### config.mk
export PLATFORM = sky130hd
export DESIGN_NAME = pipe_scheduler_flat
export DESIGN_NICKNAME = d
export VERILOG_FILES = /design/src/rtl/pipe_scheduler_if.sv /design/src/rtl/pipe_scheduler.sv /design/src/flat_wrapper.sv
export SDC_FILE = /design/constraint.sdc
export NUM_CORES = 1
export LEC_CHECK = 0
export BUFFER_PORTS_ARGS = -buffer_cell sky130_fd_sc_hd__buf_2
export CORE_MARGIN = 5
export CORE_UTILIZATION = 50
export CTS_CLUSTER_SIZE = 24
export DETAILED_ROUTE_END_ITERATION = 8
export PLACE_DENSITY = 0.74
export SYNTH_ARGS = -nofsm -noshare
export SYNTH_HDL_FRONTEND = slang
export SYNTH_SLANG_ARGS = --single-unit
### constraint.sdc
create_clock -name clk -period 5.72 [get_ports clk]
set_input_delay 0.286 -clock clk [delete_from_list [all_inputs] [get_ports clk]]
set_output_delay 0.286 -clock clk [all_outputs]
set_load 0.01 [all_outputs]
### src/rtl/pipe_scheduler_if.sv
// Bundle between the game controller and the pipe scheduler.
// Signalling: there is no valid/ready flow control on this bus. frame_tick
// and clear are single-cycle strobes sampled on the rising clock edge.
// game_en and bird_x are levels. Every output is registered, and is valid
// the cycle after the edge that produced it. score_inc is a one-cycle strobe.
// dbg_state exposes the scheduler FSM: 0 IDLE, 1 RUN, 2 FREEZE.
interface pipe_scheduler_if #(
    parameter int N_PIPES = 3
);
    logic                    game_en;
    logic                    frame_tick;
    logic                    clear;
    logic [9:0]              bird_x;
    logic [10*N_PIPES-1:0]   pipe_x;
    logic [10*N_PIPES-1:0]   pipe_gap_y;
    logic [N_PIPES-1:0]      pipe_active;
    logic                    score_inc;
    logic [13:0]             score;
    logic [1:0]              dbg_state;

    modport master (
        output game_en, frame_tick, clear, bird_x,
        input  pipe_x, pipe_gap_y, pipe_active, score_inc, score, dbg_state
    );

    modport slave (
        input  game_en, frame_tick, clear, bird_x,
        output pipe_x, pipe_gap_y, pipe_active, score_inc, score, dbg_state
    );
endinterface

### src/rtl/pipe_scheduler.sv
// Pipe scheduler: spawns, scrolls, retires and scores the obstacle pipes once
// per video frame while the game runs. It freezes when play stops, and returns
// to IDLE on clear.
// Optional feature macro PIPE_SPEEDUP_EN: the scroll speed rises with the score.
// The scroll speed is SPEED + min(score/8, 2).
module pipe_scheduler #(
    parameter int N_PIPES      = 3,
    parameter int SCREEN_W     = 640,
    parameter int PIPE_W       = 52,
    parameter int SPAWN_FRAMES = 110,
    parameter int SPEED        = 2,
    parameter int GAP_MIN      = 60,
    parameter int SCORE_MAX    = 9999
) (
    input  logic             clk,
    input  logic             reset_n,
    pipe_scheduler_if.slave  bus
);

    typedef enum logic [1:0] {
        ST_IDLE   = 2'd0,
        ST_RUN    = 2'd1,
        ST_FREEZE = 2'd2
    } state_t;

    localparam int CNT_W = (SPAWN_FRAMES > 1) ? $clog2(SPAWN_FRAMES) : 1;
    localparam int NS_W  = $clog2(N_PIPES + 1);
    localparam logic [CNT_W-1:0] CNT_LAST = CNT_W'(SPAWN_FRAMES - 1);
    localparam logic [10:0]      PIPE_W11 = 11'(PIPE_W);

    state_t             state_q, state_d;
    logic [9:0]         x_q   [N_PIPES];
    logic [9:0]         x_d   [N_PIPES];
    logic [9:0]         gap_q [N_PIPES];
    logic [9:0]         gap_d [N_PIPES];
    logic [N_PIPES-1:0] act_q, act_d;
    logic [N_PIPES-1:0] scored_q, scored_d;
    logic [CNT_W-1:0]   cnt_q, cnt_d;
    logic               first_q, first_d;
    logic [7:0]         lfsr_q, lfsr_d;
    logic [13:0]        score_q, score_d;
    logic               inc_q, inc_d;
    logic [9:0]         speed;

`ifdef PIPE_SPEEDUP_EN
    logic [9:0]         speed_q, speed_d;
    assign speed = speed_q;
`else
    assign speed = 10'(SPEED);
`endif

    logic               run_tick;
    logic               spawn_now;
    logic               slot_found;
    int                 spawn_idx;
    logic [NS_W-1:0]    n_scored;
    logic [14:0]        score_sum;
    logic [10:0]        right_edge;

    // FSM next state. clear has the highest priority, and FREEZE ignores game_en.
    always_comb begin
        state_d = state_q;
        case (state_q)
            ST_IDLE:   if (bus.game_en)  state_d = ST_RUN;
            ST_RUN:    if (!bus.game_en) state_d = ST_FREEZE;
            ST_FREEZE: state_d = ST_FREEZE;
            default:   state_d = ST_IDLE;
        endcase
        if (bus.clear) state_d = ST_IDLE;
    end

    // Per-frame datapath: move/retire, score, spawn, and advance the LFSR.
    always_comb begin
        lfsr_d     = {lfsr_q[6:0], lfsr_q[7] ^ lfsr_q[5] ^ lfsr_q[4] ^ lfsr_q[3]};
        act_d      = act_q;
        scored_d   = scored_q;
        cnt_d      = cnt_q;
        first_d    = first_q;
        score_d    = score_q;
        inc_d      = 1'b0;
        for (int i = 0; i < N_PIPES; i++) begin
            x_d[i]   = x_q[i];
            gap_d[i] = gap_q[i];
        end
`ifdef PIPE_SPEEDUP_EN
        speed_d    = speed_q;
`endif
        run_tick   = (state_q == ST_RUN) && bus.game_en && bus.frame_tick && !bus.clear;
        spawn_now  = 1'b0;
        slot_found = 1'b0;
        spawn_idx  = 0;
        n_scored   = '0;
        score_sum  = '0;
        right_edge = '0;

        if (bus.clear || state_q == ST_IDLE) begin
            act_d    = '0;
            scored_d = '0;
            cnt_d    = '0;
            first_d  = 1'b1;
            score_d  = '0;
            for (int i = 0; i < N_PIPES; i++) begin
                x_d[i]   = '0;
                gap_d[i] = '0;
            end
`ifdef PIPE_SPEEDUP_EN
            speed_d  = 10'(SPEED);
`endif
        end else if (run_tick) begin
            // The first tick after entering RUN spawns at once. Later spawns occur every SPAWN_FRAMES ticks.
            spawn_now = first_q || (cnt_q == CNT_LAST);
            cnt_d     = spawn_now ? '0 : cnt_q + CNT_W'(1);
            first_d   = 1'b0;

            // Spawn target is picked from occupancy before this tick's retirements.
            for (int i = N_PIPES - 1; i >= 0; i--) begin
                if (!act_q[i]) begin
                    slot_found = 1'b1;
                    spawn_idx  = i;
                end
            end

            for (int i = 0; i < N_PIPES; i++) begin
                if (act_q[i]) begin
                    if (x_q[i] < speed) begin
                        act_d[i] = 1'b0;
                        x_d[i]   = '0;
                        gap_d[i] = '0;
                    end else begin
                        x_d[i]     = x_q[i] - speed;
                        right_edge = {1'b0, x_d[i]} + PIPE_W11;
                        if (!scored_q[i] && (right_edge < {1'b0, bus.bird_x})) begin
                            scored_d[i] = 1'b1;
                            n_scored    = n_scored + NS_W'(1);
                        end
                    end
                end
            end

            if (spawn_now && slot_found) begin
                act_d[spawn_idx]    = 1'b1;
                scored_d[spawn_idx] = 1'b0;
                x_d[spawn_idx]      = 10'(SCREEN_W);
                gap_d[spawn_idx]    = 10'(GAP_MIN) + {2'b00, lfsr_q};
            end

            score_sum = {1'b0, score_q} + 15'(n_scored);
            score_d   = (score_sum > 15'(SCORE_MAX)) ? 14'(SCORE_MAX) : score_sum[13:0];
            inc_d     = (n_scored != '0);
`ifdef PIPE_SPEEDUP_EN
            speed_d   = 10'(SPEED) + ((score_d[13:3] >= 11'd2) ? 10'd2 : 10'(score_d[13:3]));
`endif
        end
    end

    // State registers with asynchronous active-low reset.
    always_ff @(posedge clk or negedge reset_n) begin
        if (!reset_n) begin
            state_q  <= ST_IDLE;
            act_q    <= '0;
            scored_q <= '0;
            cnt_q    <= '0;
            first_q  <= 1'b1;
            lfsr_q   <= 8'hA5;
            score_q  <= '0;
            inc_q    <= 1'b0;
            for (int i = 0; i < N_PIPES; i++) begin
                x_q[i]   <= '0;
                gap_q[i] <= '0;
            end
`ifdef PIPE_SPEEDUP_EN
            speed_q  <= 10'(SPEED);
`endif
        end else begin
            state_q  <= state_d;
            act_q    <= act_d;
            scored_q <= scored_d;
            cnt_q    <= cnt_d;
            first_q  <= first_d;
            lfsr_q   <= lfsr_d;
            score_q  <= score_d;
            inc_q    <= inc_d;
            for (int i = 0; i < N_PIPES; i++) begin
                x_q[i]   <= x_d[i];
                gap_q[i] <= gap_d[i];
            end
`ifdef PIPE_SPEEDUP_EN
            speed_q  <= speed_d;
`endif
        end
    end

    // Pack per-slot registers onto the flat output buses.
    always_comb begin
        bus.pipe_x     = '0;
        bus.pipe_gap_y = '0;
        for (int i = 0; i < N_PIPES; i++) begin
            bus.pipe_x[10*i +: 10]     = x_q[i];
            bus.pipe_gap_y[10*i +: 10] = gap_q[i];
        end
    end

    assign bus.pipe_active = act_q;
    assign bus.score_inc   = inc_q;
    assign bus.score       = score_q;
    assign bus.dbg_state   = state_q;

endmodule
### src/flat_wrapper.sv
// flat-port wrapper written by rule: the top's interface ports become plain ports
module pipe_scheduler_flat 
#(
    parameter int N_PIPES      = 3,
    parameter int SCREEN_W     = 640,
    parameter int PIPE_W       = 52,
    parameter int SPAWN_FRAMES = 110,
    parameter int SPEED        = 2,
    parameter int GAP_MIN      = 60,
    parameter int SCORE_MAX    = 9999
)
  (clk, reset_n, bus_game_en, bus_frame_tick, bus_clear, bus_bird_x, bus_pipe_x, bus_pipe_gap_y, bus_pipe_active, bus_score_inc, bus_score, bus_dbg_state);
  pipe_scheduler_if #(.N_PIPES(N_PIPES)) bus_i ();
  input  logic clk;
  input  logic reset_n;
  input wire logic [$bits(bus_i.game_en)-1:0] bus_game_en;
  input wire logic [$bits(bus_i.frame_tick)-1:0] bus_frame_tick;
  input wire logic [$bits(bus_i.clear)-1:0] bus_clear;
  input wire logic [$bits(bus_i.bird_x)-1:0] bus_bird_x;
  output wire logic [$bits(bus_i.pipe_x)-1:0] bus_pipe_x;
  output wire logic [$bits(bus_i.pipe_gap_y)-1:0] bus_pipe_gap_y;
  output wire logic [$bits(bus_i.pipe_active)-1:0] bus_pipe_active;
  output wire logic [$bits(bus_i.score_inc)-1:0] bus_score_inc;
  output wire logic [$bits(bus_i.score)-1:0] bus_score;
  output wire logic [$bits(bus_i.dbg_state)-1:0] bus_dbg_state;
  assign bus_i.game_en = bus_game_en;
  assign bus_i.frame_tick = bus_frame_tick;
  assign bus_i.clear = bus_clear;
  assign bus_i.bird_x = bus_bird_x;
  assign bus_pipe_x = bus_i.pipe_x;
  assign bus_pipe_gap_y = bus_i.pipe_gap_y;
  assign bus_pipe_active = bus_i.pipe_active;
  assign bus_score_inc = bus_i.score_inc;
  assign bus_score = bus_i.score;
  assign bus_dbg_state = bus_i.dbg_state;
  pipe_scheduler #(.N_PIPES(N_PIPES), .SCREEN_W(SCREEN_W), .PIPE_W(PIPE_W), .SPAWN_FRAMES(SPAWN_FRAMES), .SPEED(SPEED), .GAP_MIN(GAP_MIN), .SCORE_MAX(SCORE_MAX)) u_core (.clk(clk), .reset_n(reset_n), .bus(bus_i));
endmodule
# ---- Word level (Yosys, flattened, before mapping)
# Cells that the tools add are included.
dict set report totals {
  out_inout_bits 80
  register_bits 99
  input_bits 15
  word_cells 177
}
dict set report classes {
  bitwise_logic 10
  n_addsub 11
  n_reduce_logical 19
  eq_ne 5
  order_cmp 11
  mux 107
}
# op n
set op_table {}
lappend op_table {{10-bit 2-to-1 mux} 25}
lappend op_table {{30-bit 2-to-1 mux} 6}
lappend op_table {{32-bit 2-to-1 mux} 2}
lappend op_table {{14-bit 2-to-1 mux} 3}
lappend op_table {{2-bit 2-to-1 mux} 20}
lappend op_table {{1-bit 2-to-1 mux} 38}
lappend op_table {{10-bit by 6-bit adder with 11-bit output (second input constant)} 3}
lappend op_table {{11-bit by 10-bit less-than comparator with 1-bit output} 3}
lappend op_table {{32-bit by 1-bit >= comparator with 1-bit output (second input constant)} 1}
lappend op_table {{32-bit by 3-bit >= comparator with 1-bit output (second input constant)} 1}
lappend op_table {{32-bit by 1-bit less-than comparator with 1-bit output (second input constant)} 1}
lappend op_table {{32-bit by 4-bit less-than comparator with 1-bit output (second input constant)} 1}
lappend op_table {{32-bit inverter} 1}
lappend op_table {{30-bit bitwise mux} 1}
lappend op_table {{10-bit by 2-bit less-than comparator with 1-bit output (second input constant)} 3}
lappend op_table {{10-bit by 2-bit subtractor with 10-bit output (second input constant)} 3}
lappend op_table {{24-bit bitwise AND} 1}
lappend op_table {{24-bit inverter} 1}
lappend op_table {{7-bit 2-to-1 mux} 3}
lappend op_table {{10-bit demux with 2-bit select} 1}
lappend op_table {{3-bit 2-to-1 mux} 6}
lappend op_table {{14-bit by 2-bit adder with 15-bit output} 1}
lappend op_table {{15-bit by 14-bit greater-than comparator with 1-bit output (second input constant)} 1}
lappend op_table {{6-bit by 8-bit adder with 9-bit output (first input constant)} 1}
lappend op_table {{other kinds (19)} 36}

# ---- Longest topological paths before layout
dict set report logic_depth {
  depth_word 26
  ltp_mapped 28
  depth_no_buf 28
}

# ---- Worst setup path before layout
# OpenSTA, ideal clock, no wires.
dict set report synth_path {
  path_kind {reg-to-reg}
  start {register u_core.x_q (netlist bit u_core.bus.pipe_x[1])}
  end {register u_core.score_q[4] (netlist: u_core.bus.score[4])}
  path_buffers 0
  t_arrival_ps 5306
  required_time_ps 5590
  setup_ps 130
  period_less_slack_ps 5437
  slack_ps 283
  path_stages_with_launch 29
  path_cell_list {dfrtp_1 -> inv_1 -> ha_1 -> xnor2_1 -> inv_1 -> ha_1 -> nor3_1 -> nor3_1 -> xnor2_1 -> ha_1 -> a211oi_1 -> o21ai_0 -> o221ai_1 -> and3_1 -> nor2b_1 -> ha_1 -> nand2_1 -> a21bo_2 -> and2_1 -> ha_1 -> inv_1 -> fa_1 -> and3b_1 -> nand3_1 -> nor2_1 -> nor2_1 -> o31a_2 -> o21ai_1 -> nor2_1}
}
dict set report synth_between {
  elab_chain_len 26
  elab_cells_between_ends 27
}
# item line_no
set synth_rtl {}
lappend synth_rtl {{start, declared} pipe_scheduler.sv:32} ;# logic [9:0] x_q [N_PIPES];
lappend synth_rtl {{start signal, assigned by index} pipe_scheduler.sv:184} ;# x_q[i] <= x_d[i];
lappend synth_rtl {{10-bit by 2-bit subtractor with 10-bit output} pipe_scheduler.sv:130} ;# x_d[i] = x_q[i] - speed;
lappend synth_rtl {{10-bit by 6-bit adder with 11-bit output} pipe_scheduler.sv:131} ;# right_edge = {1'b0, x_d[i]} + PIPE_W11;
lappend synth_rtl {{11-bit by 10-bit less-than comparator with 1-bit output} pipe_scheduler.sv:132} ;# if (!scored_q[i] && (right_edge < {1'b0, bus.bird_x})) begin
lappend synth_rtl {{1-bit logical AND} pipe_scheduler.sv:132}
lappend synth_rtl {{1-bit 2-to-1 mux} pipe_scheduler.sv:132}
lappend synth_rtl {{2-bit 2-to-1 mux *} pipe_scheduler.sv:125} ;# if (x_q[i] < speed) begin
lappend synth_rtl {{2-bit 2-to-1 mux *} pipe_scheduler.sv:124} ;# if (act_q[i]) begin
lappend synth_rtl {{2-bit 2-to-1 mux *} pipe_scheduler.sv:109} ;# end else if (run_tick) begin
lappend synth_rtl {{[... 10 more ...]} -}
lappend synth_rtl {{2-bit 2-to-1 mux *} pipe_scheduler.sv:124}
lappend synth_rtl {{2-bit 2-to-1 mux *} pipe_scheduler.sv:109}
lappend synth_rtl {{2-bit 2-to-1 mux *} pipe_scheduler.sv:96} ;# if (bus.clear || state_q == ST_IDLE) begin
lappend synth_rtl {{14-bit by 2-bit adder with 15-bit output *} pipe_scheduler.sv:147} ;# score_sum = {1'b0, score_q} + 15'(n_scored);
lappend synth_rtl {{15-bit by 14-bit greater-than comparator with 1-bit output} pipe_scheduler.sv:148} ;# score_d = (score_sum > 15'(SCORE_MAX)) ? 14'(SCORE_MAX) : score_sum[13:0];
lappend synth_rtl {{14-bit 2-to-1 mux *} pipe_scheduler.sv:148}
lappend synth_rtl {{14-bit 2-to-1 mux *} pipe_scheduler.sv:109}
lappend synth_rtl {{14-bit 2-to-1 mux *} pipe_scheduler.sv:96}
lappend synth_rtl {{end signal, assigned} pipe_scheduler.sv:181} ;# score_q <= score_d;
lappend synth_rtl {{end, declared} pipe_scheduler.sv:41} ;# logic [13:0] score_q, score_d;
# Every way passes the cells marked *; elsewhere a longest branch is shown, timed or not. The select of a mux whose other input is x is not followed.
# A chain may end at the register's enable or synchronous reset.

# ---- Worst setup path after layout
dict set report layout_path {
  start {register u_core.x_q (netlist bit u_core.bus.pipe_x[21])}
  end {register u_core.score_q[2] (netlist: u_core.bus.score[2])}
}
dict set report layout_between {
  elab_chain_len 14
  elab_cells_between_ends 15
}
# item line_no
set layout_rtl {}
lappend layout_rtl {{10-bit by 2-bit subtractor with 10-bit output} pipe_scheduler.sv:130}
lappend layout_rtl {{10-bit by 6-bit adder with 11-bit output} pipe_scheduler.sv:131}
lappend layout_rtl {{11-bit by 10-bit less-than comparator with 1-bit output} pipe_scheduler.sv:132}
lappend layout_rtl {{1-bit logical AND} pipe_scheduler.sv:132}
lappend layout_rtl {{2-bit 2-to-1 mux} pipe_scheduler.sv:132}
lappend layout_rtl {{2-bit 2-to-1 mux *} pipe_scheduler.sv:125}
lappend layout_rtl {{2-bit 2-to-1 mux *} pipe_scheduler.sv:124}
lappend layout_rtl {{2-bit 2-to-1 mux *} pipe_scheduler.sv:109}
lappend layout_rtl {{2-bit 2-to-1 mux *} pipe_scheduler.sv:96}
lappend layout_rtl {{14-bit by 2-bit adder with 15-bit output *} pipe_scheduler.sv:147}
lappend layout_rtl {{15-bit by 14-bit greater-than comparator with 1-bit output} pipe_scheduler.sv:148}
lappend layout_rtl {{14-bit 2-to-1 mux *} pipe_scheduler.sv:148}
lappend layout_rtl {{14-bit 2-to-1 mux *} pipe_scheduler.sv:109}
lappend layout_rtl {{14-bit 2-to-1 mux *} pipe_scheduler.sv:96}
# Marked as above.

==> impl_metrics.tcl <==
set metrics [dict create \
    status "completed" \
    slowest_stage "a2111oi_1" \
    synth_most_common_cell "dfrtp_1" \
    clockBufferDepth 2 \
    die_y_um 121 \
    synth.area.top_cells "dfrtp_1, ha_1, o21ai_0" \
    syn_nets 728 \
    core_area_um2 12100 \
    worstPathArrival_ns 5.68 \
    dp_hpwl_um 12000 \
    drive_gt1_frac 0.248 \
    avgSynthCellArea_um2 9.22 \
    yosysTopAreaCell "dfrtp_1" \
    top_level_ports 95 \
    cts_tree "built" \
    grt_pass1_wl_um 27300 \
    r2r_end "u_core.bus.score[2]$_DFFE_PN0P_" \
    clock.fmax_mhz 184 \
    slew_headroom 0.294 \
    final_cells 955 \
    startpoint_type "flip-flop" \
    ys_seq_elements 99 \
    hold_viol 0 \
    powerDensity_nw_per_um2 213 \
    clkLatencyLatePin_ns 0.35 \
    netlist_instances 670 \
    synthTopCellsByCount "dfrtp_1, nor2_1, o21ai_0" \
    reg2regPathDepth 26 \
    drc_errors 0 \
    timing.critical_path.fanout_max 6 \
    fin_crit_ns 5.44 \
    finish.instance_area_um2 7460 \
    rows 40 \
    vias 5578 \
    yosysUniqueCellTypes 65 \
    dieArea_um2 14700 \
    seq_area_frac_synth 0.402 \
    setup.worst_path.end_class "flip-flop" \
    synth_top_area_frac 0.381 \
    crit_type "flip-flop to flip-flop" \
    cp-endpoint "u_core.bus.score[2]$_DFFE_PN0P_" \
    grt_overflow 0 \
    path_clk_slew_ns 0.07 \
    drv_cap 0 \
    drt_first_pass_iters 6 \
    drv_slew 0 \
    ant_nets 0 \
    final-setup-viol-count 0 \
    n_antenna_cell 0 \
    period_share 0.951 \
    grt_max_degree 87 \
    yosys_warnings 0 \
    startpoint "u_core.bus.pipe_x[21]$_DFFE_PN0P_" \
    placedCellCount 928 \
    crit_top_cell "ha_1" \
    routed_wl_um 16700 \
    wl_per_cell_um 17.5 \
    cts_made_buffers 9 \
    synth-async-reset-ratio 1.00 \
    synth_area_um2 6180 \
    critPathMaxStageDelay_ns 0.42 \
    nets 840 \
    dpl_cell_area_um2 6890 \
    areaGrowthSynthToFinish_pct 20.8 \
    antenna_found_initial 0 \
    power_mw 1.59 \
    start_util 0.512 \
    cts.sinks 99 \
    clock_skew_ns 0.00707 \
    rrSetupSlack_ns 0.28 \
    grt_pass1_vias 5429 \
    drt-initial-drc-count 648 \
    fp.dieW_um 121 \
    p_leak_nw 3.70 \
    port_buffers 94 \
    hold_class "primary input to flip-flop" \
    synth_flop_cell "dfrtp_1" \
    worst_pin_slew_ns 1.06 \
    r2r-start "u_core.bus.pipe_x[21]$_DFFE_PN0P_" \
    cts_root_buf "clkbuf_16" \
    cts_max_level 3 \
    grt_use_total 0.229 \
    vdd.ir_drop.worst_mv 0.212 \
    gp_congestion 0.946 \
    worstPathRequired_ns 5.96 \
    vias_per_cell 5.84 \
    synth-edff-count 0 \
    finalSetupTns_ns 0 \
]
## worst max-delay path: cells and delay by family (launching register included)
family	cells	cell delay (ns)
AOI/OAI and AO/OA	9	1.92
adders and majority gates	5	1.30
and+or+nand+nor	8	1.28
DFF	1	0.37
xor gates and xnor gates	2	0.34
buffers and inverters	2	0.13
## area by class of cell
class                   instances  area (um2)
multi-input cells             518        3670
clock inverters                 6        56.3
flip-flops and latches         99        2490
fillers                      1000        4600
clock buffers                  10         229
inverters                      31         116
repair buffers                123         693
well taps                     168         210
## where the power goes
group / switching, mW / leakage [nW] / internal (mW)
clock: 0.291 / 0.138 / 0.306
combinational: 0.204 / 2.20 / 0.0714
sequential: 0.00884 / 1.36 / 0.710
total: 0.503 / 3.70 / 1.09
## cells by family (layout without fill, tap and decap cells)
| group | Yosys count | count (layout) | synth area share |
|---|---|---|---|
| compound gates | 172 | 172 | 0.182 |
| xor+xnor | 58 | 58 | 0.0822 |
| fa+ha+maj | 43 | 43 | 0.0883 |
| buf+inv | 53 | 170 | 0.0354 |
| flops | 99 | 99 | 0.402 |
| mux | 5 | 5 | 0.00830 |
| simple gates | 240 | 240 | 0.202 |
## per-stage QoR
step / setup WS, ns / util / hold slack (ns)
floorplan: 0.283 / - / -0.00959
global placement: 0.183 / 0.571 / 0.157
detailed placement: -0.166 / 0.571 / 0.160
CTS: 0.0144 / 0.599 / 0.124
global route: -0.0781 / 0.619 / 0.135
finish: 0.280 / 0.619 / 0.136
## cell usage in the layout (no fill, tap or decap), drive strengths merged, types with 3 or more instances in the layout
master / netlist / routed
a211oi: 7 / 7
a21o: 5 / 5
a21oi: 36 / 36
a22o: 11 / 11
a31oi: 3 / 3
a32o: 6 / 6
and2: 10 / 10
and3: 7 / 7
buf: 6 / 122
clkbuf: 16 / 10
dfrtp: 94 / 94
dfstp: 5 / 5
ha: 42 / 42
inv: 31 / 36
mux2i: 4 / 4
nand2: 59 / 59
nand2b: 8 / 8
nand3: 18 / 18
nand3b: 5 / 5
nand4: 5 / 5
nand4b: 3 / 3
nor2: 63 / 63
nor2b: 3 / 3
nor3: 27 / 27
nor3b: 4 / 4
nor4: 8 / 8
nor4b: 5 / 5
o211ai: 4 / 4
o21a: 7 / 7
o21ai: 61 / 61
o221a: 5 / 5
o221ai: 3 / 3
o2bb2ai: 3 / 3
o31ai: 7 / 7
or2: 3 / 3
or3: 4 / 4
xnor2: 31 / 31
xor2: 27 / 27
## metal layers
metal / vias up / track usage / wire length (um) / part of all wire
li1: 2632 / - / - / -
met1: 2729 / 0.312 / 7320 / 0.44
met2: 190 / 0.365 / 7880 / 0.47
met3: 27 / 0.0499 / 1180 / 0.071
met4: 0 / 0.0742 / 322 / 0.019
met5: - / 0 / 0 / 0
## sequential cells by signal, summed over array words and instances, names as in the netlist
signal                  count
u_core.bus.pipe_x          30
u_core.bus.pipe_gap_y      30
u_core.scored_q             3
u_core.first_q              1
u_core.bus.dbg_state        2
u_core.bus.pipe_active      3
u_core.cnt_q                7
u_core.bus.score           14
u_core.lfsr_q               8
u_core.bus.score_inc        1
## worst min-delay path by stage
stage                         start                                   to  slack [ns]  cells past startpoint
after floorplan             reset_n  u_core.bus.dbg_state[0]$_DFFE_PN0P_       -0.01                      0
after global placement      reset_n     u_core.bus.pipe_x[2]$_DFFE_PN0P_        0.16                      1
after detailed placement    reset_n     u_core.bus.pipe_x[1]$_DFFE_PN0P_        0.16                      1
after CTS                 bus_clear  u_core.bus.dbg_state[1]$_DFFE_PN0P_        0.12                      2
after global routing      bus_clear  u_core.bus.dbg_state[0]$_DFFE_PN0P_        0.13                      2
final                     bus_clear  u_core.bus.dbg_state[1]$_DFFE_PN0P_        0.14                      2
## what timing repair did
item	4_1_cts	5_1_grt
hold endpoints to repair	13	0
pin swaps	0	11
gates resized for setup	4	39
hold buffers	1	0
setup endpoints to repair	7	13
buffers inserted	2	8
(Power assumes the default switching activity.)
